--- src/rtl/hp0_arb_pkg.sv ---
// Shared types and constants for the HP0 write-port arbiter.
// burst_legal() rejects misaligned starts and bursts that would cross a 4 KB page.
package hp0_arb_pkg;

  typedef enum logic [1:0] {IDLE, AW, W, B} state_t;

  localparam logic [2:0] AXI_SIZE_8B    = 3'b011;
  localparam logic [1:0] AXI_BURST_INCR = 2'b01;
  localparam logic [1:0] RESP_OKAY      = 2'b00;
  localparam logic [1:0] RESP_SLVERR    = 2'b10;
  localparam int         BOUNDARY_4K    = 4096;
  localparam int         N_REQ          = 2;

  // A burst may end exactly on the page boundary, hence <=.
  function automatic logic burst_legal(input logic [11:0] offs, input logic [3:0] len);
    logic [13:0] end_b;
    end_b = {2'b00, offs} + ({10'd0, len} + 14'd1) * 14'd8;
    return (offs[2:0] == 3'b000) && (end_b <= 14'(BOUNDARY_4K));
  endfunction

endpackage

--- src/rtl/hp0_rr_arb.sv ---
// Two-way round-robin pick: a lone request wins outright, a tie goes to the
// requester that was not served last.
module hp0_rr_arb
  import hp0_arb_pkg::*;
(
  input  logic [1:0] req_valid,
  input  logic       last_grant,
  output logic [1:0] grant,
  output logic       grant_idx
);

  always_comb begin
    grant_idx = 1'b0;
    grant     = 2'b00;
    case (req_valid)
      2'b01:   grant_idx = 1'b0;
      2'b10:   grant_idx = 1'b1;
      2'b11:   grant_idx = ~last_grant;
      default: grant_idx = 1'b0;
    endcase
    if (req_valid != 2'b00)
      grant = 2'b01 << grant_idx;
  end

endmodule

--- src/rtl/hp0_write_arbiter.sv ---
// Shares the HP0 AXI3 write port between two burst requesters, one burst at a
// time, holding the grant from AW issue through the B response.
//
// state | meaning
// IDLE  | no owner; arbitrate (skipped while a ready/done pulse is out)
// AW    | address presented, waiting for awready
// W     | data beats muxed from the owner, wlast on beat awlen
// B     | bready high, waiting for the write response
module hp0_write_arbiter
  import hp0_arb_pkg::*;
#(
  parameter int ADDR_WIDTH = 32,
  parameter int DATA_WIDTH = 64,
  parameter int N_REQ      = 2
) (
  input  logic                    aclk,
  input  logic                    rst_i,
  input  logic [N_REQ-1:0]        req_valid_i,
  input  logic [N_REQ*ADDR_WIDTH-1:0] req_addr_i,
  input  logic [N_REQ*4-1:0]      req_len_i,
  output logic [N_REQ-1:0]        req_ready_o,
  input  logic [N_REQ*DATA_WIDTH-1:0] req_wdata_i,
  input  logic [N_REQ-1:0]        req_wvalid_i,
  output logic [N_REQ-1:0]        req_wready_o,
  output logic [N_REQ-1:0]        req_done_o,
  output logic [1:0]              req_bresp_o,
  output logic [N_REQ-1:0]        grant_o,
  output logic                    busy_o,
  output logic                    error_o,
  output logic [ADDR_WIDTH-1:0]   m_axi_awaddr,
  output logic [3:0]              m_axi_awlen,
  output logic [2:0]              m_axi_awsize,
  output logic [1:0]              m_axi_awburst,
  output logic                    m_axi_awvalid,
  input  logic                    m_axi_awready,
  output logic [DATA_WIDTH-1:0]   m_axi_wdata,
  output logic [DATA_WIDTH/8-1:0] m_axi_wstrb,
  output logic                    m_axi_wlast,
  output logic                    m_axi_wvalid,
  input  logic                    m_axi_wready,
  input  logic                    m_axi_bvalid,
  output logic                    m_axi_bready,
  input  logic [1:0]              m_axi_bresp
);

  state_t                state;
  logic                  last_grant;
  logic                  g_idx;
  logic [3:0]            beat_cnt;
  logic [1:0]            pick;
  logic                  pick_idx;
  logic [ADDR_WIDTH-1:0] sel_addr;
  logic [3:0]            sel_len;
  logic                  sel_legal;
  logic                  settle;

  hp0_rr_arb u_rr (
    .req_valid (req_valid_i),
    .last_grant(last_grant),
    .grant     (pick),
    .grant_idx (pick_idx)
  );

  assign sel_addr  = pick_idx ? req_addr_i[2*ADDR_WIDTH-1:ADDR_WIDTH] : req_addr_i[ADDR_WIDTH-1:0];
  assign sel_len   = pick_idx ? req_len_i[7:4] : req_len_i[3:0];
  assign sel_legal = burst_legal(sel_addr[11:0], sel_len);
  // Requesters still show the old descriptor while ready/done is pulsing.
  assign settle    = (req_ready_o != '0) || (req_done_o != '0);

  assign m_axi_awsize  = AXI_SIZE_8B;
  assign m_axi_awburst = AXI_BURST_INCR;
  assign m_axi_wstrb   = '1;
  assign m_axi_wlast   = (state == W) && (beat_cnt == m_axi_awlen);

  always_comb begin
    m_axi_wdata  = '0;
    m_axi_wvalid = 1'b0;
    req_wready_o = '0;
    if (state == W) begin
      m_axi_wdata          = g_idx ? req_wdata_i[2*DATA_WIDTH-1:DATA_WIDTH] : req_wdata_i[DATA_WIDTH-1:0];
      m_axi_wvalid         = req_wvalid_i[g_idx];
      req_wready_o[g_idx]  = m_axi_wready;
    end
  end

  always_ff @(posedge aclk) begin
    if (rst_i) begin
      state         <= IDLE;
      last_grant    <= 1'b1;
      g_idx         <= 1'b0;
      beat_cnt      <= '0;
      req_ready_o   <= '0;
      req_done_o    <= '0;
      req_bresp_o   <= '0;
      grant_o       <= '0;
      busy_o        <= 1'b0;
      error_o       <= 1'b0;
      m_axi_awaddr  <= '0;
      m_axi_awlen   <= '0;
      m_axi_awvalid <= 1'b0;
      m_axi_bready  <= 1'b0;
    end else begin
      req_ready_o <= '0;
      req_done_o  <= '0;
      case (state)
        IDLE: begin
          if ((pick != 2'b00) && !settle) begin
            req_ready_o <= pick;
            if (sel_legal) begin
              grant_o       <= pick;
              g_idx         <= pick_idx;
              m_axi_awaddr  <= sel_addr;
              m_axi_awlen   <= sel_len;
              m_axi_awvalid <= 1'b1;
              busy_o        <= 1'b1;
              state         <= AW;
            end else begin
              req_done_o  <= pick;
              req_bresp_o <= RESP_SLVERR;
              error_o     <= 1'b1;
              last_grant  <= pick_idx;
            end
          end
        end
        AW: begin
          if (m_axi_awready) begin
            m_axi_awvalid <= 1'b0;
            beat_cnt      <= '0;
            state         <= W;
          end
        end
        W: begin
          if (m_axi_wvalid && m_axi_wready) begin
            beat_cnt <= beat_cnt + 4'd1;
            if (m_axi_wlast) begin
              m_axi_bready <= 1'b1;
              state        <= B;
            end
          end
        end
        B: begin
          if (m_axi_bvalid) begin
            m_axi_bready      <= 1'b0;
            req_done_o[g_idx] <= 1'b1;
            req_bresp_o       <= m_axi_bresp;
            error_o           <= error_o | (m_axi_bresp != RESP_OKAY);
            last_grant        <= g_idx;
            grant_o           <= '0;
            busy_o            <= 1'b0;
            state             <= IDLE;
          end
        end
        default: state <= IDLE;
      endcase
    end
  end

endmodule

--- config.mk ---
export PLATFORM = sky130hd
export DESIGN_NAME = hp0_write_arbiter
export DESIGN_NICKNAME = d
export VERILOG_FILES = /design/src/rtl/hp0_arb_pkg.sv /design/src/rtl/hp0_rr_arb.sv /design/src/rtl/hp0_write_arbiter.sv
export SDC_FILE = /design/constraint.sdc
export NUM_CORES = 1
export LEC_CHECK = 0
export CORE_AREA = 2 2 133 135
export CTS_CLUSTER_SIZE = 8
export DETAILED_ROUTE_END_ITERATION = 10
export DIE_AREA = 0 0 135 137
export GPL_TIMING_DRIVEN = 1
export SYNTH_ARGS = -nofsm -noshare
export SYNTH_HDL_FRONTEND = slang
export SYNTH_SLANG_ARGS = --single-unit
--- constraint.sdc ---
create_clock -name aclk -period 4.3 [get_ports aclk]
set_input_delay 1.29 -clock aclk [delete_from_list [all_inputs] [get_ports aclk]]
set_output_delay 1.29 -clock aclk [all_outputs]
set_load 0.1 [all_outputs]
==> results of run 1 <==
==> through the flow <==
step	worst slack (ns)	instances	setup TNS, ns	total power (W)
finish	0.142	1079	0	0.00277
detailed placement	-0.345	1061	-13.47	0.00230
floorplan	0.197	524	0	0.00173
global route	0.0382	1079	0	0.00290
CTS	0.00637	1077	0	0.00277
global placement	-0.287	1061	-11.94	0.00230
==> worst max-delay path by stage <==
stage | cells after the start | slack [ns] | to
6_report | 14 | 0.14 | m_axi_awaddr[23]$_SDFFE_PP0P_
3_3_place_gp | 16 | -0.29 | m_axi_awaddr[4]$_SDFFE_PP0P_
3_5_place_dp | 16 | -0.35 | m_axi_awaddr[24]$_SDFFE_PP0P_
2_1_floorplan | 14 | 0.20 | m_axi_awvalid$_SDFFE_PP0P_
4_1_cts | 16 | 0.006 | m_axi_awaddr[1]$_SDFFE_PP0P_
5_1_grt | 16 | 0.04 | m_axi_awaddr[27]$_SDFFE_PP0P_
==> cells by family after synthesis <==
logic type | synth area share (%)
adder cells (fa/ha/maj) | 3.14
flip-flops | 26.5
buffers and inverters | 7.25
XOR/XNOR | 2.28
AO/OA/AOI/OAI | 15.7
multiplexers | 24.9
other | 0.178
AND/OR/NAND/NOR | 20.1
==> flip-flops by register name, summed over array words and instances, names as in the netlist, 2 cells and up <==
register	count
m_axi_awaddr	32
m_axi_awlen	4
grant_o	2
req_ready_o	2
req_bresp_o	2
req_done_o	2
state	2
beat_cnt	4
==> per-layer routing <==
layer	global-route usage, %	up-vias	routed length, um
li1	-	2457	-
met1	22.0	2228	7170
met2	32.8	187	9120
met3	5.48	17	1440
met4	4.05	0	305
met5	0	-	0
==> cell type report <==
cell class | instances | area (um2) | share of cell area [%]
antenna | 1 | 2.50 | 0.0282
clock buffer | 6 | 129 | 1.45
clock inverter | 1 | 8.76 | 0.0986
inverter | 9 | 33.8 | 0.380
multi-input combinational | 409 | 2920 | 32.9
sequential | 56 | 1120 | 12.7
tap | 225 | 282 | 3.17
timing repair buffer | 372 | 4380 | 49.3
==> timing repair <==
action,4_1_cts,5_1_grt
gates resized for setup,11,10
setup endpoints to repair,32,49
gates cloned,2,0
pin swaps,4,6
hold buffers,0,0
buffers inserted,7,1
==> critical path, delay by kind of cell <==
| kind | cells | cell delay (ns) |
|---|---|---|
| compound gates | 5 | 0.89 |
| buf+inv | 4 | 0.88 |
| mux | 2 | 0.65 |
| fa+ha+maj | 1 | 0.36 |
| simple gates | 1 | 0.18 |
| xor+xnor | 1 | 0.11 |
==> Yosys cell counts (all sizes together), types with 3 or more instances <==
cell,count
nor3,10
a21boi,3
nand3,11
xor2,4
a211oi,31
a311oi,3
nand4,7
inv,9
nor3b,4
nor2,115
dfxtp,56
nor2b,4
mux2i,103
buf,32
nand2b,3
a21oi,11
o211ai,3
a21o,4
ha,9
o21ai,9
xnor2,7
clkbuf,18
a31oi,3
nand2,28
==> layout by cell type (no fill, tap or decap), types with 5 or more instances in the layout <==
master	netlist	routed
a211oi_2	17	20
o21ai_0	9	8
a211oi_1	14	11
clkbuf_16	0	5
nor3_1	8	8
nand2_1	27	26
mux2i_1	103	101
buf_12	0	71
nor2_1	115	115
conb_1	2	13
buf_4	15	40
dfxtp_1	56	55
nand4_1	7	7
inv_1	9	8
nand3_1	11	10
clkdlybuf4s50_1	0	255
xnor2_1	7	7
a21oi_1	10	9
ha_1	9	9
==> where the power goes <==
| group | total (W) | switching, W | internal [W] | leakage [nW] |
|---|---|---|---|---|
| logic | 0.00173 | 0.00107 | 0.000666 | 2.83 |
| clock network | 0.000405 | 0.000189 | 0.000216 | 0.0673 |
| registers | 0.000629 | 0.0000493 | 0.000579 | 0.456 |
| total | 0.00277 | 0.00131 | 0.00146 | 3.35 |
==> results.toml, run 1 <==
[clock_network]
cts_tree = "yes"
path_clk_slew_ns = 0.07
cts_max_path_buffers = 2
insertion_delay_ns = 0.30
cts.sinks = 56
h-tree-depth = 2
cts_buffers = 5
root_buffer = "clkbuf_16"

[run_status]
status = "completed"

[floorplanning]
start_util_pct = 24.8
die_height_um = 137
ios = 340
core_area_mm2 = 0.0171
num_rows = 48
die_w_um = 135
dieArea_mm2 = 0.0185

[routing]
drc_errors = 0
vias = 4889
drt-total-wl_um = 18000
drt-vias-per-instance = 4.53
drt_iter0_markers = 195
drtAntennaViolNets = 0
first_pass_iters = 4
wl_per_cell_um = 16.7

[logic_synthesis]
yosysWarningCount = 0
synthTopCellsByArea = "dfxtp_1 (27%), mux2i_1 (24%), nor2_1 (10%)"
netlist_instances = 513
yosys.area.top_type = "dfxtp_1"
synth_largest_type_area_fraction_pct = 26.5
synth_area_mm2 = 0.00423
synthFlopType = "dfxtp_1"
syn_area_per_cell_um2 = 8.25
synth_async_sr_flop_share_pct = 0
synth_cell_type_count = 54
ys_seq_elements = 56
synth-seq-area-share_pct = 26.5
synth_edf_count = 0

[layout]
fin_nets = 1074
postLayoutCoreUtil_pct = 52.1
final_area_mm2 = 0.00888
num-fill-cells = 1622
area_growth_pct = 110
layout-drive-gt1-share_pct = 19.3

[sta]
post-route-period-util_pct = 96.7
worstMarginPinSlew_ns = 1.05
hold_violations = 0
max_freq_mhz = 241
rsz0062_at_grt = "no"
holdWs_ns = 0.481
fin_skew_ns = 0.0116
slew_headroom_pct = 30.0
slew_viol_final = 0
finalSetupViolCount = 0
min_period_ns = 4.16

[setup_path]
worst-setup-path-type = "in2reg"
r2r-start = "last_grant$_SDFFE_PP1P_"
max_stage_delay_ns = 0.36
cpMostUsedCell = "buf_4"
slowest_stage = "ha_1"
crit_path_end_kind = "flop"
r2r_setup_slack_ns = 1.07
cp.arrival_ns = 4.37
ff2ff_path_depth = 13
start_kind = "primary input"
path_max_fanout = 20
cp-startpoint = "req_valid_i[0]"
path_cells = "dlygate4sd2_1 -> a21boi_4 -> mux2i_2 -> xnor2_1 -> ha_1 -> nor2b_2 -> buf_4 -> o31ai_4 -> mux2_4 -> o211ai_2 -> a21oi_4 -> buf_4 -> bufbuf_16 -> a211oi_2"
r2r-end = "m_axi_awaddr[23]$_SDFFE_PP0P_"
worst_ep_required_time_ns = 4.51

[placement]
gp_congestion = 0.788
place_hpwl_um = 14700
dpl_cell_area_mm2 = 0.00852
io_buffers = 326

[global_route]
grt-ovfl-total = 0
grt_util_all_layers_pct = 18.5
grt_max_degree = 68
antenna_found_initial = 1
grt_pass1_vias = 4900
grt_first_pass_wirelength_um = 26900

[power]
p_leak_nw = 3.35
p_per_area_mw_per_mm2 = 312
ir_worst_vdd_v = 0.000214

[run]
maxCapViolCount = 0

[min_path]
min_to = "req_bresp_o[0]$_SDFFE_PP0P_"
hold_start = "req_bresp_o[0]$_SDFFE_PP0P_"
holdPathStages = 2
hold_class = "reg2reg"
Note: power is estimated with default switching activity, not from simulation.
==> run 2, diff against run 1 <==
Settings changed: ABC_CLOCK_PERIOD_IN_PS set to 5000.
Clock period 4.3 ns to 5 ns, I/O delays scaled along.
==> results.toml, run 2 (synthesized netlist as in run 1, its figures left out) <==
[global_route]
grt_util_all_layers_pct = 16.8
grt_first_pass_wirelength_um = 24800
grt_max_degree = 53
antenna_found_initial = 0
grt-ovfl-total = 0
grt_pass1_vias = 4543

[sta]
finalSetupViolCount = 0
setup_slack_ns = 0.335
slew_viol_final = 0
worstMarginPinSlew_ns = 1.03
post-route-period-util_pct = 93.3
rsz0062_at_grt = "no"
setup_tns_ns = 0
fin_skew_ns = 0.00428
hold_violations = 0
max_freq_mhz = 214
slew_headroom_pct = 31.4
min_period_ns = 4.67

[setup_path]
cpMostUsedCell = "nand2_1"
slowest_stage = "clkdlybuf4s50_1"
crit_path_end_kind = "flop"
r2r_setup_slack_ns = 1.69
r2r-end = "grant_o[1]$_SDFFE_PP0P_"
worst-setup-path-type = "in2reg"
start_kind = "primary input"
max_stage_delay_ns = 0.51
path_max_fanout = 5
cp_top_family = "compound AO/OA/AOI/OAI gates"
path_cells = "clkdlybuf4s50_1 -> a21boi_4 -> nand3_1 -> nand2_1 -> nand2_1 -> xnor2_1 -> nand2_1 -> o21ai_0 -> ha_1 -> or2_2 -> a21o_1 -> o211ai_1 -> nand2_1 -> buf_4 -> a31oi_1 -> o21ai_0 -> a2bb2o_1"
worst_ep_required_time_ns = 5.18
cp.arrival_ns = 4.85
crit_buf_inv = 2
r2r-start = "last_grant$_SDFFE_PP1P_"
ff2ff_path_depth = 13

[clock_network]
cts_buffers = 5
path_clk_slew_ns = 0.07
hold_buffers = 0
post-cts-setup-buffers = 0
cts_resized = 0
insertion_delay_ns = 0.29
cts_tree = "yes"
root_buffer = "clkbuf_16"
h-tree-depth = 2
cts_max_path_buffers = 2
cts.sinks = 56

[placement]
place_hpwl_um = 13700
gp_congestion = 0.787
dp.cells = 1037
post-place-ws_ns = 0.0612
io_buffers = 326

[layout]
antenna_cells = 0
regMostFlops = "m_axi_awaddr"
final_common_cell = "clkdlybuf4s50_1"
largest_reg_flops = 32
num-fill-cells = 1710
layout_common_cells = "clkdlybuf4s50_1 (257), nor2_1 (115), mux2i_1 (103), buf_4 (75), dfxtp_1 (55)"
layout-drive-gt1-share_pct = 14.5
area_growth_pct = 81.8
postLayoutCoreUtil_pct = 45.1
instances_no_fill = 1045
reg_top3 = "m_axi_awaddr (32), beat_cnt (4), m_axi_awlen (4)"
fin_nets = 1040

[floorplanning]
ios = 340
die_w_um = 135
num_rows = 48
start_util_pct = 24.8
core_area_mm2 = 0.0171
dieArea_mm2 = 0.0185
die_height_um = 137

[run_status]
status = "completed"

[power]
ir_worst_vdd_v = 0.000213
p_per_area_mw_per_mm2 = 296
p_leak_nw = 2.98
p_total_w = 0.00227

[routing]
drt-vias-per-instance = 4.50
first_pass_iters = 4
wl_per_cell_um = 16.2
drt_iter0_markers = 222
vias = 4698
drc_errors = 0
drt-total-wl_um = 16900
drtAntennaViolNets = 0

[min_path]
holdPathStages = 2
hold_class = "reg2reg"
hold_start = "req_bresp_o[1]$_SDFFE_PP0P_"
min_to = "req_bresp_o[1]$_SDFFE_PP0P_"

[run]
maxCapViolCount = 0
run 2: layout make-up:
type	count	area, um2	share of cell area, %
timing repair buffer	338	3240	42.1
multi-input combinational	409	2840	37.0
sequential	56	1120	14.6
tap	225	282	3.66
clock buffer	6	129	1.68
clock inverter	2	38.8	0.504
inverter	9	33.8	0.439
run 2: power by group:
part / total, W / leakage [nW] / switching (W) / internal [W]
sequential: 0.000544 / 0.456 / 0.0000456 / 0.000498
combinational: 0.00132 / 2.44 / 0.000876 / 0.000448
clock: 0.000407 / 0.0815 / 0.000168 / 0.000239
run 2: how the worst max path moves through the flow:
stage          cells past startpoint  slack (ns)            start                           end
4_1_cts                           16        0.28   req_valid_i[0]   req_bresp_o[1]$_SDFFE_PP0P_
5_1_grt                           17        0.05   req_valid_i[1]  m_axi_awaddr[3]$_SDFFE_PP0P_
2_1_floorplan                      2        0.65  req_wvalid_i[1]                  m_axi_wvalid
6_report                          17        0.33   req_valid_i[1]       grant_o[1]$_SDFFE_PP0P_
3_3_place_gp                      16        0.11   req_valid_i[1]       last_grant$_SDFFE_PP1P_
3_5_place_dp                      16        0.06   req_valid_i[1]   req_bresp_o[1]$_SDFFE_PP0P_
run 2: metal layers:
metal  part of all wire, %  up-vias  global-route usage [%]
li1                      -     2385                       -
met1                    42     2124                    21.3
met2                    50      185                    30.0
met3                   7.2        4                    3.85
met4                  0.48        0                    2.03
met5                     0        -                       0
run 2: through the flow:
stage	area [um2]	hold slack, ns
floorplan	4270	0.474
CTS	7690	0.472
detailed placement	7520	0.454
global route	7690	0.487
global placement	7520	0.451
finish	7690	0.467
run 2: worst reg2reg max path, stage by stage, from the launching register on:
cell	delay, ns
dfxtp_1	0.44
a21bo_2	0.23
buf_12	0.21
mux2i_1	0.37
inv_1	0.08
ha_1	0.21
a21o_1	0.20
or3_1	0.31
o211ai_1	0.26
nand2_1	0.16
buf_4	0.18
a31oi_1	0.16
o21ai_0	0.12
a2bb2o_1	0.29
